## config.mk

```make
export PLATFORM = sky130hd
export DESIGN_NAME = ising_anneal_scheduler
export DESIGN_NICKNAME = d
export VERILOG_FILES = /design/src/rtl/ising_pkg.sv /design/src/rtl/ising_step_accumulator.sv /design/src/rtl/ising_anneal_scheduler.sv
export SDC_FILE = /design/constraint.sdc
export NUM_CORES = 1
export LEC_CHECK = 0
export ABC_AREA = 1
export BUFFER_PORTS_ARGS = -buffer_cell sky130_fd_sc_hd__buf_2
export CORE_ASPECT_RATIO = 0.6
export CORE_MARGIN = 3
export CORE_UTILIZATION = 59
export CTS_CLUSTER_SIZE = 25
export DETAILED_ROUTE_END_ITERATION = 10
export GPL_TIMING_DRIVEN = 1
export PLACE_DENSITY = 0.87
export SYNTH_ARGS = -nofsm -noshare
export SYNTH_HDL_FRONTEND = slang
export SYNTH_SLANG_ARGS = --single-unit
```

## constraint.sdc

```tcl
create_clock -name clk -period 6.02 [get_ports clk]
set_clock_uncertainty 0.05 [all_clocks]
set_input_delay 0.903 -clock clk [delete_from_list [all_inputs] [get_ports clk]]
set_output_delay 0.903 -clock clk [all_outputs]
set_load 0.02 [all_outputs]
```

## src/rtl/ising_pkg.sv

```systemverilog
// Shared state encoding and default widths for the Ising annealing scheduler.
package ising_pkg;

    localparam int TEMP_WIDTH_DEF = 8;
    localparam int CNT_WIDTH_DEF  = 16;
    localparam int DATA_WIDTH_DEF = 16;
    localparam int ACC_WIDTH_DEF  = 32;

    typedef enum logic [2:0] {
        ST_IDLE    = 3'd0,
        ST_BURNIN  = 3'd1,
        ST_MEASURE = 3'd2,
        ST_REPORT  = 3'd3,
        ST_FINISH  = 3'd4
    } anneal_state_e;

endpackage

```

## src/rtl/ising_step_accumulator.sv

```systemverilog
// Per-step accumulator: signed energy sum, |magnetization| sum and sample count.
module ising_step_accumulator
    import ising_pkg::*;
#(
    parameter int DATA_WIDTH = DATA_WIDTH_DEF,
    parameter int CNT_WIDTH  = CNT_WIDTH_DEF,
    parameter int ACC_WIDTH  = ACC_WIDTH_DEF
) (
    input  logic                  clk,
    input  logic                  rst,
    input  logic                  clear,
    input  logic                  add_en,
    input  logic [DATA_WIDTH-1:0] energy,
    input  logic [DATA_WIDTH-1:0] mag,
    output logic [ACC_WIDTH-1:0]  energy_sum,
    output logic [ACC_WIDTH-1:0]  mag_abs_sum,
    output logic [CNT_WIDTH-1:0]  count
);

    logic [ACC_WIDTH-1:0]  energy_sum_q, energy_sum_d;
    logic [ACC_WIDTH-1:0]  mag_abs_sum_q, mag_abs_sum_d;
    logic [CNT_WIDTH-1:0]  count_q, count_d;
    logic [DATA_WIDTH-1:0] mag_abs;
    logic [ACC_WIDTH-1:0]  energy_ext;

    // Two's-complement negate in DATA_WIDTH bits; the most negative value maps to
    // 2^(DATA_WIDTH-1) once read as unsigned, which is exactly its magnitude.
    assign mag_abs    = mag[DATA_WIDTH-1] ? (~mag + DATA_WIDTH'(1)) : mag;
    assign energy_ext = {{(ACC_WIDTH-DATA_WIDTH){energy[DATA_WIDTH-1]}}, energy};

    always_comb begin
        energy_sum_d  = energy_sum_q;
        mag_abs_sum_d = mag_abs_sum_q;
        count_d       = count_q;
        if (clear) begin
            energy_sum_d  = '0;
            mag_abs_sum_d = '0;
            count_d       = '0;
        end else if (add_en) begin
            energy_sum_d  = energy_sum_q + energy_ext;
            mag_abs_sum_d = mag_abs_sum_q + {{(ACC_WIDTH-DATA_WIDTH){1'b0}}, mag_abs};
            count_d       = count_q + CNT_WIDTH'(1);
        end
    end

    always_ff @(posedge clk) begin
        if (rst) begin
            energy_sum_q  <= '0;
            mag_abs_sum_q <= '0;
            count_q       <= '0;
        end else begin
            energy_sum_q  <= energy_sum_d;
            mag_abs_sum_q <= mag_abs_sum_d;
            count_q       <= count_d;
        end
    end

    assign energy_sum  = energy_sum_q;
    assign mag_abs_sum = mag_abs_sum_q;
    assign count       = count_q;

endmodule

```

## src/rtl/ising_anneal_scheduler.sv

```systemverilog
// Steps an Ising model through a descending temperature schedule, discarding burn-in
// sweeps and reporting one accumulated energy/|magnetization| record per step.
module ising_anneal_scheduler
    import ising_pkg::*;
#(
    parameter int TEMP_WIDTH = TEMP_WIDTH_DEF,
    parameter int CNT_WIDTH  = CNT_WIDTH_DEF,
    parameter int DATA_WIDTH = DATA_WIDTH_DEF,
    parameter int ACC_WIDTH  = ACC_WIDTH_DEF
) (
    input  logic                  clk,
    input  logic                  rst,
    input  logic                  start,
    input  logic                  abort,
    input  logic [TEMP_WIDTH-1:0] t_start,
    input  logic [TEMP_WIDTH-1:0] t_end,
    input  logic [TEMP_WIDTH-1:0] t_step,
    input  logic [CNT_WIDTH-1:0]  burn_in,
    input  logic [CNT_WIDTH-1:0]  sweeps_per_step,
    input  logic                  update_tick,
    input  logic [DATA_WIDTH-1:0] system_energy,
    input  logic [DATA_WIDTH-1:0] system_magnetization,
    output logic [TEMP_WIDTH-1:0] temperature,
    output logic                  model_enable,
    output logic                  busy,
    output logic                  step_valid,
    output logic [TEMP_WIDTH-1:0] step_temp,
    output logic [CNT_WIDTH-1:0]  step_index,
    output logic [ACC_WIDTH-1:0]  energy_sum,
    output logic [ACC_WIDTH-1:0]  mag_abs_sum,
    output logic                  done
);

    anneal_state_e         state_q, state_d;
    logic [TEMP_WIDTH-1:0] temperature_q, temperature_d;
    logic                  model_enable_q, model_enable_d;
    logic [CNT_WIDTH-1:0]  step_idx_q, step_idx_d;
    logic [TEMP_WIDTH-1:0] t_end_q, t_end_d;
    logic [TEMP_WIDTH-1:0] t_step_q, t_step_d;
    logic [CNT_WIDTH-1:0]  burn_in_q, burn_in_d;
    logic [CNT_WIDTH-1:0]  sweeps_q, sweeps_d;
    logic [CNT_WIDTH-1:0]  burn_cnt_q, burn_cnt_d;
    logic [TEMP_WIDTH-1:0] rep_temp_q, rep_temp_d;
    logic [CNT_WIDTH-1:0]  rep_idx_q, rep_idx_d;
    logic [ACC_WIDTH-1:0]  rep_energy_q, rep_energy_d;
    logic [ACC_WIDTH-1:0]  rep_mag_q, rep_mag_d;

    logic                  acc_clear, acc_add;
    logic [ACC_WIDTH-1:0]  acc_energy, acc_mag;
    logic [CNT_WIDTH-1:0]  acc_count;
    logic [CNT_WIDTH:0]    sweeps_eff;
    logic                  last_step;
    logic                  report_fire, finish_fire;

    ising_step_accumulator #(
        .DATA_WIDTH (DATA_WIDTH),
        .CNT_WIDTH  (CNT_WIDTH),
        .ACC_WIDTH  (ACC_WIDTH)
    ) u_acc (
        .clk         (clk),
        .rst         (rst),
        .clear       (acc_clear),
        .add_en      (acc_add),
        .energy      (system_energy),
        .mag         (system_magnetization),
        .energy_sum  (acc_energy),
        .mag_abs_sum (acc_mag),
        .count       (acc_count)
    );

    assign sweeps_eff  = (sweeps_q == '0) ? (CNT_WIDTH+1)'(1) : {1'b0, sweeps_q};
    // Widened compare so t_end + t_step cannot wrap and fake another step.
    assign last_step   = (t_step_q == '0) ||
                         ({1'b0, temperature_q} < ({1'b0, t_end_q} + {1'b0, t_step_q}));
    assign report_fire = (state_q == ST_REPORT) && !abort;
    assign finish_fire = (state_q == ST_FINISH) && !abort;

    always_comb begin
        state_d        = state_q;
        temperature_d  = temperature_q;
        model_enable_d = model_enable_q;
        step_idx_d     = step_idx_q;
        t_end_d        = t_end_q;
        t_step_d       = t_step_q;
        burn_in_d      = burn_in_q;
        sweeps_d       = sweeps_q;
        burn_cnt_d     = burn_cnt_q;
        rep_temp_d     = rep_temp_q;
        rep_idx_d      = rep_idx_q;
        rep_energy_d   = rep_energy_q;
        rep_mag_d      = rep_mag_q;
        acc_clear      = 1'b0;
        acc_add        = 1'b0;

        case (state_q)
            ST_IDLE: begin
                if (start && !abort) begin
                    t_end_d        = t_end;
                    t_step_d       = t_step;
                    burn_in_d      = burn_in;
                    sweeps_d       = sweeps_per_step;
                    temperature_d  = t_start;
                    model_enable_d = 1'b1;
                    step_idx_d     = '0;
                    burn_cnt_d     = '0;
                    acc_clear      = 1'b1;
                    state_d        = ST_BURNIN;
                end
            end
            ST_BURNIN: begin
                if (burn_in_q == '0) begin
                    state_d = ST_MEASURE;
                end else if (update_tick) begin
                    if (burn_cnt_q == burn_in_q - CNT_WIDTH'(1)) begin
                        burn_cnt_d = '0;
                        state_d    = ST_MEASURE;
                    end else begin
                        burn_cnt_d = burn_cnt_q + CNT_WIDTH'(1);
                    end
                end
            end
            ST_MEASURE: begin
                if (update_tick) begin
                    acc_add = 1'b1;
                    if (({1'b0, acc_count} + (CNT_WIDTH+1)'(1)) >= sweeps_eff)
                        state_d = ST_REPORT;
                end
            end
            ST_REPORT: begin
                rep_temp_d   = temperature_q;
                rep_idx_d    = step_idx_q;
                rep_energy_d = acc_energy;
                rep_mag_d    = acc_mag;
                if (last_step) begin
                    state_d = ST_FINISH;
                end else begin
                    temperature_d = temperature_q - t_step_q;
                    step_idx_d    = step_idx_q + CNT_WIDTH'(1);
                    burn_cnt_d    = '0;
                    acc_clear     = 1'b1;
                    state_d       = ST_BURNIN;
                end
            end
            ST_FINISH: begin
                model_enable_d = 1'b0;
                state_d        = ST_IDLE;
            end
            default: state_d = ST_IDLE;
        endcase

        // Abort discards the in-flight step; the held record stays at the last reported one.
        if (abort && state_q != ST_IDLE) begin
            state_d        = ST_IDLE;
            model_enable_d = 1'b0;
            temperature_d  = temperature_q;
            step_idx_d     = step_idx_q;
            acc_add        = 1'b0;
            acc_clear      = 1'b0;
            rep_temp_d     = rep_temp_q;
            rep_idx_d      = rep_idx_q;
            rep_energy_d   = rep_energy_q;
            rep_mag_d      = rep_mag_q;
        end
    end

    always_ff @(posedge clk) begin
        if (rst) begin
            state_q        <= ST_IDLE;
            temperature_q  <= '0;
            model_enable_q <= 1'b0;
            step_idx_q     <= '0;
            t_end_q        <= '0;
            t_step_q       <= '0;
            burn_in_q      <= '0;
            sweeps_q       <= '0;
            burn_cnt_q     <= '0;
            rep_temp_q     <= '0;
            rep_idx_q      <= '0;
            rep_energy_q   <= '0;
            rep_mag_q      <= '0;
        end else begin
            state_q        <= state_d;
            temperature_q  <= temperature_d;
            model_enable_q <= model_enable_d;
            step_idx_q     <= step_idx_d;
            t_end_q        <= t_end_d;
            t_step_q       <= t_step_d;
            burn_in_q      <= burn_in_d;
            sweeps_q       <= sweeps_d;
            burn_cnt_q     <= burn_cnt_d;
            rep_temp_q     <= rep_temp_d;
            rep_idx_q      <= rep_idx_d;
            rep_energy_q   <= rep_energy_d;
            rep_mag_q      <= rep_mag_d;
        end
    end

    // During REPORT the live step is presented directly; afterwards the captured copy holds it.
    assign temperature  = temperature_q;
    assign model_enable = model_enable_q;
    assign busy         = (state_q != ST_IDLE);
    assign step_valid   = report_fire;
    assign done         = finish_fire;
    assign step_temp    = report_fire ? temperature_q : rep_temp_q;
    assign step_index   = report_fire ? step_idx_q    : rep_idx_q;
    assign energy_sum   = report_fire ? acc_energy    : rep_energy_q;
    assign mag_abs_sum  = report_fire ? acc_mag       : rep_mag_q;

endmodule

```

Word-level counts from Yosys, hierarchy flattened
Index checks and enable logic that the tools add are counted.
{"block": "word_totals", "ff_bits": 260, "latchBits": 0, "ram_bits": 0, "romBits": 0, "in_bits": 93, "output_inout_bits": 100, "wordCells": 99, "mem_count": 0}
{"block": "op_classes", "addsub": 10, "mul": 0, "div": 0, "magnitude_cmp": 2, "n_eq_ne": 13, "n_shift": 0, "mux": 34, "n_bitwise": 2, "n_reduce_logical": 22}
{"operator": "$mux 16", "n": 9}
{"operator": "$add 16x1->16 const B", "n": 4}
{"operator": "$mux 32", "n": 2}
{"operator": "$pmux 16 s3", "n": 1}
{"operator": "$add 32x16->32", "n": 1}
{"operator": "$add 32x32->32", "n": 1}
{"operator": "$logic_not 16->1", "n": 2}
{"operator": "$pmux 16 s2", "n": 1}
{"operator": "$mux 8", "n": 3}
{"operator": "$mux 3", "n": 7}
{"operator": "$add 16x1->17 const B", "n": 1}
{"operator": "$ge 17x16->1", "n": 1}
{"operator": "$eq 16x16->1", "n": 1}
{"operator": "$not 16->16", "n": 1}
{"operator": "$pmux 8 s2", "n": 1}
{"operator": "$sub 16x1->16 const B", "n": 1}
{"operator": "$ne 2x2->1 const B", "n": 6}
{"operator": "$pmux 3 s4", "n": 1}
{"operator": "$reduce_and 5->1", "n": 2}
{"operator": "$add 8x8->9", "n": 1}
{"operator": "$lt 8x9->1", "n": 1}
{"operator": "$logic_not 8->1", "n": 1}
{"operator": "$sub 8x8->8", "n": 1}
{"operator": "$mux 1", "n": 7}
{"operator": "other kinds (15)", "n": 26}

Logic depth before layout (Yosys ltp)
Gate-level depths: netlist (run 1).
{"block": "logic_depth", "ltp_word": 7, "ltp_mapped": 25, "depth_no_buf": 24}

Modules after synthesis
Synthesis (run 1) repeated with hierarchy kept, for this count alone.
{"block": "unflattened", "cells_unflattened": 2681, "hier_area_um2": 17171.5}
{"mod": "ising_anneal_scheduler", "instances": 1, "cells_per_inst": 1442, "area_per_inst_um2": 9992.1, "seq_area_each_um2": 3603.5}
{"mod": "ising_step_accumulator", "instances": 1, "cells_per_inst": 1239, "area_per_inst_um2": 7179.4, "seq_area_each_um2": 1601.5}

Worst setup path before layout (run 1)
Ideal clock, no wire load.
{"block": "synth_timing", "kind": "input port to flip-flop", "from": "input port system_magnetization[3]", "to": "register u_acc.mag_abs_sum_q[26] (netlist: u_acc.mag_abs_sum[26])", "setup_ns": 0.117, "t_arrival_ns": 3.154, "t_required_ns": 5.853, "slack_ns": 2.699, "stages": 17, "n_path_buf": 0, "path_cell_list": "nor3_1 nand3_1 nor3_1 nand3_1 o21ai_0 xnor2_1 ha_1 nand2_1 nor2_1 nand3_1 nand2_1 nand2_1 nand2_1 nand3_1 nor2_1 xor2_1 nor2_1"}
{"block": "synth_between", "elab_chain_cells": 4}
{"element": "start: declaration", "line": "ising_anneal_scheduler.sv:22", "rtl": "input logic [DATA_WIDTH-1:0] system_magnetization,"}
{"element": "$not 16->16", "line": "ising_step_accumulator.sv:28", "rtl": "assign mag_abs = mag[DATA_WIDTH-1] ? (~mag + DATA_WIDTH'(1)) : mag;"}
{"element": "$add 16x1->16", "line": "ising_step_accumulator.sv:28"}
{"element": "$mux 16 (*)", "line": "ising_step_accumulator.sv:28"}
{"element": "$add 32x16->32 (*)", "line": "ising_step_accumulator.sv:41", "rtl": "mag_abs_sum_d = mag_abs_sum_q + {{(ACC_WIDTH-DATA_WIDTH){1'b0}}, mag_abs};"}
{"element": "end signal: assignment", "line": "ising_step_accumulator.sv:53", "rtl": "mag_abs_sum_q <= mag_abs_sum_d;"}
{"element": "end: declaration", "line": "ising_step_accumulator.sv:21", "rtl": "logic [ACC_WIDTH-1:0] mag_abs_sum_q, mag_abs_sum_d;"}
Mark *: on every way between the ends. The rest lies on a longest branch, timed or not.
A chain may end at the register's enable or synchronous reset.

Worst setup path after layout (run 1)
{"block": "layout_timing", "from": "register t_step_q[0]", "to": "register u_acc.mag_abs_sum_q[11] (netlist: u_acc.mag_abs_sum[11])"}
{"block": "layout_between", "elab_chain_cells": 7, "elab_cells_between_ends": 8, "cone_classes": "add/sub: 1; order compare: 1; mux: 3; reduce/logical: 3"}
{"element": "start: declaration", "line": "ising_anneal_scheduler.sv:39", "rtl": "logic [TEMP_WIDTH-1:0] t_step_q, t_step_d;"}
{"element": "start signal: assignment", "line": "ising_anneal_scheduler.sv:187", "rtl": "t_step_q <= t_step_d;"}
{"element": "$add 8x8->9", "line": "ising_anneal_scheduler.sv:74", "rtl": "({1'b0, temperature_q} < ({1'b0, t_end_q} + {1'b0, t_step_q}));"}
{"element": "$lt 8x9->1", "line": "ising_anneal_scheduler.sv:74"}
{"element": "$logic_or 1x1->1 (*)", "line": "ising_anneal_scheduler.sv:73", "rtl": "assign last_step = (t_step_q == '0) ||"}
{"element": "$mux 1 (*)", "line": "ising_anneal_scheduler.sv:134", "rtl": "if (last_step) begin"}
{"element": "$pmux 1 s2 (*)", "line": "ising_anneal_scheduler.sv:95", "rtl": "case (state_q)"}
{"element": "$mux 1 (*)", "line": "ising_anneal_scheduler.sv:152", "rtl": "if (abort && state_q != ST_IDLE) begin"}
{"element": "$reduce_or 2->1 (no source line) (*)"}
Marks and branches as above.

==> results of run 1 <==
==> critical path, stage by stage, from the launching register on <==
cell and delay [ns]:
dfxtp_1 0.41, ha_1 0.19, inv_1 0.05, fa_1 0.39, nand3b_1 0.20, nand2_1 0.08
nand2_1 0.06, nand2_1 0.06, nand2_1 0.04, nand2_1 0.09, xnor2_1 0.15, ha_1 0.27
a21oi_1 0.13, nand2_1 0.07, nand2_1 0.05, nand2_1 0.06, nand4_1 0.09, nand2_1 0.07
nand2_2 0.39, nand2_2 0.56, inv_1 0.55, o21ai_0 0.17, nor2_1 0.11
==> stage by stage <==
stage	instance area, um2	instances	setup slack (ns)
2_1_floorplan	15900	2334	2.699
3_3_place_gp	17010	2806	1.852
3_5_place_dp	17010	2806	1.706
4_1_cts	17760	2847	1.698
5_1_grt	17770	2852	1.229
6_report	17770	2852	1.653
==> cell type report <==
cell class | instances | area (um2) | share of cell area, %
Timing Repair Buffer | 200 | 1023 | 5.759
Clock buffer | 34 | 689.4 | 3.879
Clock inverter | 7 | 63.81 | 0.3590
Tap cell | 352 | 440.4 | 2.478
Antenna cell | 5 | 12.51 | 0.07040
Multi-Input combinational cell | 1693 | 9208 | 51.81
Inverter | 301 | 1131 | 6.364
Sequential cell | 260 | 5205 | 29.29
==> layer usage <==
metal	share of wire, %	vias up	track usage, %
met5	0	-	0
met4	1.9	0	6.515
met3	11	68	7.682
met2	39	775	43.04
met1	48	7156	47.83
li1	-	7870	-
==> registers in the layout, summed over array words and instances, names as in the netlist, 32 cells and up <==
register	flops
rep_energy_q	32
u_acc.energy_sum	32
rep_mag_q	32
u_acc.mag_abs_sum	32
==> final timing paths <==
path,startpoint,endpoint,slack (ns)
min reg2reg,u_acc.energy_sum[17],u_acc.energy_sum[17],0.43
min,u_acc.energy_sum[17],u_acc.energy_sum[17],0.43
max,t_step_q[0],u_acc.mag_abs_sum[11],1.65
max reg2reg,t_step_q[0],u_acc.mag_abs_sum[11],1.65
==> power groups by stage <==
stage	combinational, uW	sequential (uW)	clock, uW
2_1_floorplan	1380	1980	0
3_3_place_gp	1770	2000	0
3_5_place_dp	1820	2010	0
4_1_cts	1840	1970	1530
5_1_grt	2080	1990	1610
6_report	1870	1970	1520
==> Yosys cell counts (all sizes together) (2+ instances only) <==
cell,instances,area share (%)
fa,4,0.50
a211oi,18,0.85
nor2,312,7.8
or2,100,3.9
a21o,5,0.24
o21a,7,0.33
nand2,404,9.7
a31oi,5,0.20
nor4,13,0.51
xnor2,32,1.8
nand3,111,3.6
xor2,72,4.0
and3,3,0.12
clkbuf,54,1.3
buf,26,0.94
o211ai,2,0.094
mux2i,3,0.19
o21bai,8,0.38
nand4,34,1.3
inv,300,7.1
ha,90,7.1
o21ai,197,6.2
a21oi,210,6.6
a21boi,4,0.19
dfxtp,260,33
nor3,40,1.4
nand3b,9,0.43
o31ai,4,0.19
==> logic make-up (layout without fill, tap and decap cells) <==
logic type,count (synthesis),count (layout),synth area share [%]
buffers and inverters,381,542,9.343
muxes,3,3,0.1889
AOI/OAI and AO/OA,465,465,15.54
DFF,260,260,32.75
xor gates and xnor gates,104,104,5.730
adders and majority gates,94,94,7.588
and+or+nand+nor,1027,1027,28.87
other,0,5,0
==> impl_results.md, run 1 <==
* Post-synthesis sequential area ratio at 32.75%
* # setup viols final at 0
* Synthesis-stage register bit count at 260
* Commonest cells after routing, fill and taps aside: nand2_1 (396), nor2_1 (300), inv_1 (290)
* All-Layer GR Usage at 30.94%
* Post-synth EDFFs at 0
* Async SR Flop Fraction at 0%
* Critical Path Start Type: register
* Mapped Cells at 2,334
* Peak supply drop at 0.2254 mV
* Max Freq at 0.2290 GHz
* Leak at 0.009056 uW
* WL/cell at 16.08 um
* Setup bufs post-CTS at 0
* Vias per cell at 5.564
* Ys Warns at 0
* Worst Path Max Fanout at 31
* Clock power share at 28.3%
* Final wirelength at 45.85 mm
* Syn avg cell area at 6.810 um2
* Required time worst endpoint at 6.45 ns
* Post-route DRC at 0
* Critical Path End Type: register
* Critical path data arrival time at 4.79 ns
* GRT overflow at 0
* Status: finished, final reports clean
* DR pass1 iterations at 5
* Share of post-route cells with drive strength above 1 at 14.87%
* Core area at 25,900 um2
* Hold_ws at 0.4326 ns
* P&R area growth vs syn at 11.82%
* Final Wtd Congestion at 1.045
* Slew HR at 26.54%
* Power Total at 5355 uW
* Global-route wire length before repair at 73.96 mm
* Net count, final at 2,668
* P_int at 3314 uW
* Syn_nets at 2,521
* Hold buffer count at CTS at 0
* Clock transition time at the flip-flop clock pins of the worst setup and hold paths at 0.07 ns
* Number of antenna violations at the first check in global routing at 5
* Starting DRT DRC Count at 1,723
* Hold Path Stages at 2
* DR vias at 15,870
* IO Count at 193
* Sw Pwr at 2042 uW
* CTS Sinks at 260
* Root buffer cell: clkbuf_16
* Die extent in x at 217.9 um
* Vias in the first global route at 14,300
* Logic pwr share at 34.8%
* Port Buf Inserts at 192
* Sequential power share at 36.9%
* Die extent in y at 133.1 um
* Period utilization at 72.55%
* Fillers at 2,234
* Initial core utilization at 61.37%
* Hold/Removal Path Class: register to register
* Max-slew violations at 0
* Netlist cell types at 50
* Row count at 45
* MaxCap Viol Count at 0
* Power density over the cells at 301.3 nW/um2
* Post-Syn Area at 15,900 um2
* H-tree depth at 1
* Sw frac at 38.13%
* Setup TNS at 0 ns
* R2R cell count at 22
* Die area at 29,010 um2
* DP Wirelength at 34.28 mm
* Clock Tree Buf Depth at 3
* Resize count post-CTS at 0
* Clock Latency Late Sink at 0.54 ns
* Most frequently used flop master after synthesis: dfxtp_1
* TritonCTS Buffers at 25
* Util after Layout at 68.62%
* Least-Margin Pin Slew at 1.102 ns
* RSZ-0062 raised after global routing: false
* Post-layout minimum cycle time at 4.367 ns
* Final hold vios at 0
* Largest net degree at the start of global routing at 90
* CP Class: register to register
* Most common cell after layout, fill and taps aside: nand2_1
* DRT antenna net count at 0
* TritonCTS clock tree: built
(Power assumes the default switching activity.)
==> inputs of run 2 (changes only) <==
--- a/config.mk
+++ b/config.mk
@@ -5,15 +5,15 @@
 export SDC_FILE = /design/constraint.sdc
 export NUM_CORES = 1
 export LEC_CHECK = 0
-export ABC_AREA = 1
+export ABC_AREA = 0
 export BUFFER_PORTS_ARGS = -buffer_cell sky130_fd_sc_hd__buf_2
 export CORE_ASPECT_RATIO = 0.6
 export CORE_MARGIN = 3
-export CORE_UTILIZATION = 59
+export CORE_UTILIZATION = 53
 export CTS_CLUSTER_SIZE = 25
 export DETAILED_ROUTE_END_ITERATION = 10
 export GPL_TIMING_DRIVEN = 1
-export PLACE_DENSITY = 0.87
+export PLACE_DENSITY = 0.83
 export SYNTH_ARGS = -nofsm -noshare
 export SYNTH_HDL_FRONTEND = slang
 export SYNTH_SLANG_ARGS = --single-unit
==> constraint.sdc (replaced) <==
create_clock -name clk -period 3.6 [get_ports clk]
set_clock_uncertainty 0.05 [all_clocks]
set_input_delay 0.54 -clock clk [delete_from_list [all_inputs] [get_ports clk]]
set_output_delay 0.54 -clock clk [all_outputs]
set_load 0.02 [all_outputs]
==> run 2 against run 1 <==
  * The run now ends with negative setup slack left
  * Register-to-register slack got worse by 1.7 ns
  * Core utilization decreased by 3.1 points
  * Global-route usage decreased by 5.3 points
  * Final area decreased by 1.6%
  * Largest power group unchanged
==> impl_results.md, run 2 <==
* Clock transition time at the flip-flop clock pins of the worst setup and hold paths at 0.07 ns
* Critical Path Start Type: register
* Initial core utilization at 54.43%
* Final hold vios at 0
* R2r startpoint: t_step_q[0]
* Die extent in y at 134.3 um
* Status: complete, but fails checks
* Max-slew violations at 0
* Number of antenna violations at the first check in global routing at 0
* # diodes at 0
* Critical path data arrival time at 4.05 ns
* Required time worst endpoint at 4.03 ns
* Synth top area cells: dfxtp_1 (36%), ha_1 (7.7%), mux2_2 (6.9%)
* P&R area growth vs syn at 20.31%
* Net count, final at 2,135
* Final Wtd Congestion at 0.8900
* CP Launch Point: t_step_q[0]
* Vias per cell at 5.632
* P_int at 5459 uW
* Least-Margin Pin Slew at 1.079 ns
* Largest net degree at the start of global routing at 97
* Port Buf Inserts at 192
* IO Count at 193
* Most common cell after layout, fill and taps aside: dfxtp_1
* Die extent in x at 219.8 um
* Worst r2r dst: u_acc.energy_sum[30]
* Global-route wire length before repair at 62.53 mm
* Clock Tree Buf Depth at 3
* Die area at 29,510 um2
* GRT overflow at 0
* Mapped Cells at 1,722
* Critical Path End: u_acc.energy_sum[30]
* CTS Sinks at 260
* Sw frac at 28.52%
* Starting DRT DRC Count at 886
* Power density over the cells at 436.8 nW/um2
* DR pass1 iterations at 5
* Netlist cell types at 69
* Setup TNS at -0.01825 ns
* Root buffer cell: clkbuf_16
* # setup viols final at 1
* All-Layer GR Usage at 25.61%
* Pre-CTS setup slack at -0.4303 ns
* Syn avg cell area at 8.441 um2
* Synth top area share at 35.81%
* DRT antenna net count at 0
* DR vias at 13,090
* Commonest cells after routing, fill and taps aside: dfxtp_1 (254), nand2_1 (217), buf_2 (191)
* H-tree depth at 1
* Hold/Removal Path Class: primary input to register
* Logic pwr share at 20.2%
* TritonCTS Buffers at 26
* Post-synthesis sequential area ratio at 35.81%
* Synth area leader: dfxtp_1
* TritonCTS clock tree: built
* Async SR Flop Fraction at 0%
* Count leader, synth: dfxtp_1
* RSZ-0062 raised after global routing: true
* Util after Layout at 65.48%
* Failing checks: negative setup slack
* Clock power share at 39.2%
* Setup WS post-layout at -0.01825 ns
* Share of post-route cells with drive strength above 1 at 23.72%
* CP Class: register to register
* Post-Syn Area at 14,540 um2
* Row count at 46
* Period utilization at 100.5%
* Core area at 26,710 um2
* DP Wirelength at 28.01 mm
* Syn_nets at 1,909
* Post-layout minimum cycle time at 3.618 ns
* Flop2flop setup slack at -0.02 ns
* R2R cell count at 17
* Clock Latency Late Sink at 0.54 ns
* Sw Pwr at 2178 uW
* Most frequent cells after synthesis: dfxtp_1 (260), nand2_1 (218), a21oi_1 (144), nor2_1 (139), nor2b_1 (104)
* MaxCap Viol Count at 0
* Most frequently used flop master after synthesis: dfxtp_1
* Leak at 0.007515 uW
* Peak supply drop at 0.4002 mV
* Slew HR at 28.08%
* Post-route DRC at 0
* Critical Path End Type: register
* Ys Warns at 0
* Vias in the first global route at 12,380
* Max Freq at 0.2764 GHz
* WL/cell at 16.75 um
* Post-synth EDFFs at 0
* Synthesis-stage register bit count at 260
* Final wirelength at 38.95 mm
* Worst Path Max Fanout at 4
* Sequential power share at 40.5%
[run 2: worst max-delay path: stages, from the launching register on]
cell	delay, ns
dfxtp_2	0.37
ha_4	0.15
inv_2	0.04
fa_2	0.39
nor2b_2	0.14
o21a_1	0.19
o21ai_2	0.09
nand2b_1	0.07
a21oi_1	0.07
xor2_1	0.15
ha_2	0.18
or3_4	0.34
o22ai_4	0.21
buf_6	0.14
o21ai_4	0.07
or4_1	0.55
mux2_4	0.29
nand2_2	0.05
[run 2: how the worst min path moves through the flow]
stage,from,cells past startpoint,to
after detailed placement,model_enable,2,model_enable
after floorplan,sweeps_q[0],2,sweeps_q[0]
after global placement,model_enable,2,model_enable
after global routing,sweeps_per_step[4],3,sweeps_q[4]
final,t_end[0],3,t_end_q[0]
after CTS,t_step[1],3,t_step_q[1]
[run 2: cell families after synthesis]
logic type	after synthesis	synth area share (%)
compound gates	335	14.07
xor+xnor	148	8.918
fa+ha+maj	94	8.298
buf+inv	125	3.297
flops	260	35.81
mux	94	7.239
simple gates	666	22.37
[run 2: power groups by stage]
stage / registers [uW] / clock network (uW) / logic [uW]
detailed placement: 3150 / 0 / 1440
finish: 3090 / 3000 / 1550
CTS: 3090 / 3050 / 1490
floorplan: 3120 / 0 / 1000
global placement: 3150 / 0 / 1390
global route: 3110 / 3180 / 1710
[run 2: cell type report]
| cell class | count | area [um2] |
|---|---|---|
| fillers | 2205 | 9219 |
| clock buffers | 36 | 769.5 |
| multi-input cells | 1337 | 9055 |
| repair buffers | 277 | 1650 |
| inverters | 46 | 172.7 |
| flip-flops and latches | 260 | 5215 |
| well taps | 360 | 450.4 |
| clock inverters | 9 | 173.9 |
[run 2: repair_timing]
action | in CTS | in global routing
pin swaps | 2 | 16
setup endpoints to repair | 43 | 100
hold buffers | 0 | 0
setup buffers | 1 | 6
resized for setup | 6 | 45
[run 2: per-layer routing]
layer | routed length (um) | track usage (%)
met1 | 18630 | 37.06
met2 | 17070 | 39.71
met3 | 2339 | 4.505
met4 | 905 | 6.252
met5 | 0 | 0
[run 2: through the flow]
stage | cell area (um2) | total power, uW | hold WS, ns | std cells
after floorplan | 14540 | 4119 | 0.3864 | 1722
after global placement | 16300 | 4536 | 0.3968 | 2273
after detailed placement | 16300 | 4590 | 0.4033 | 2273
after CTS | 17280 | 7628 | 0.1620 | 2319
after global routing | 17490 | 7995 | 0.1777 | 2325
final | 17490 | 7638 | 0.1801 | 2325
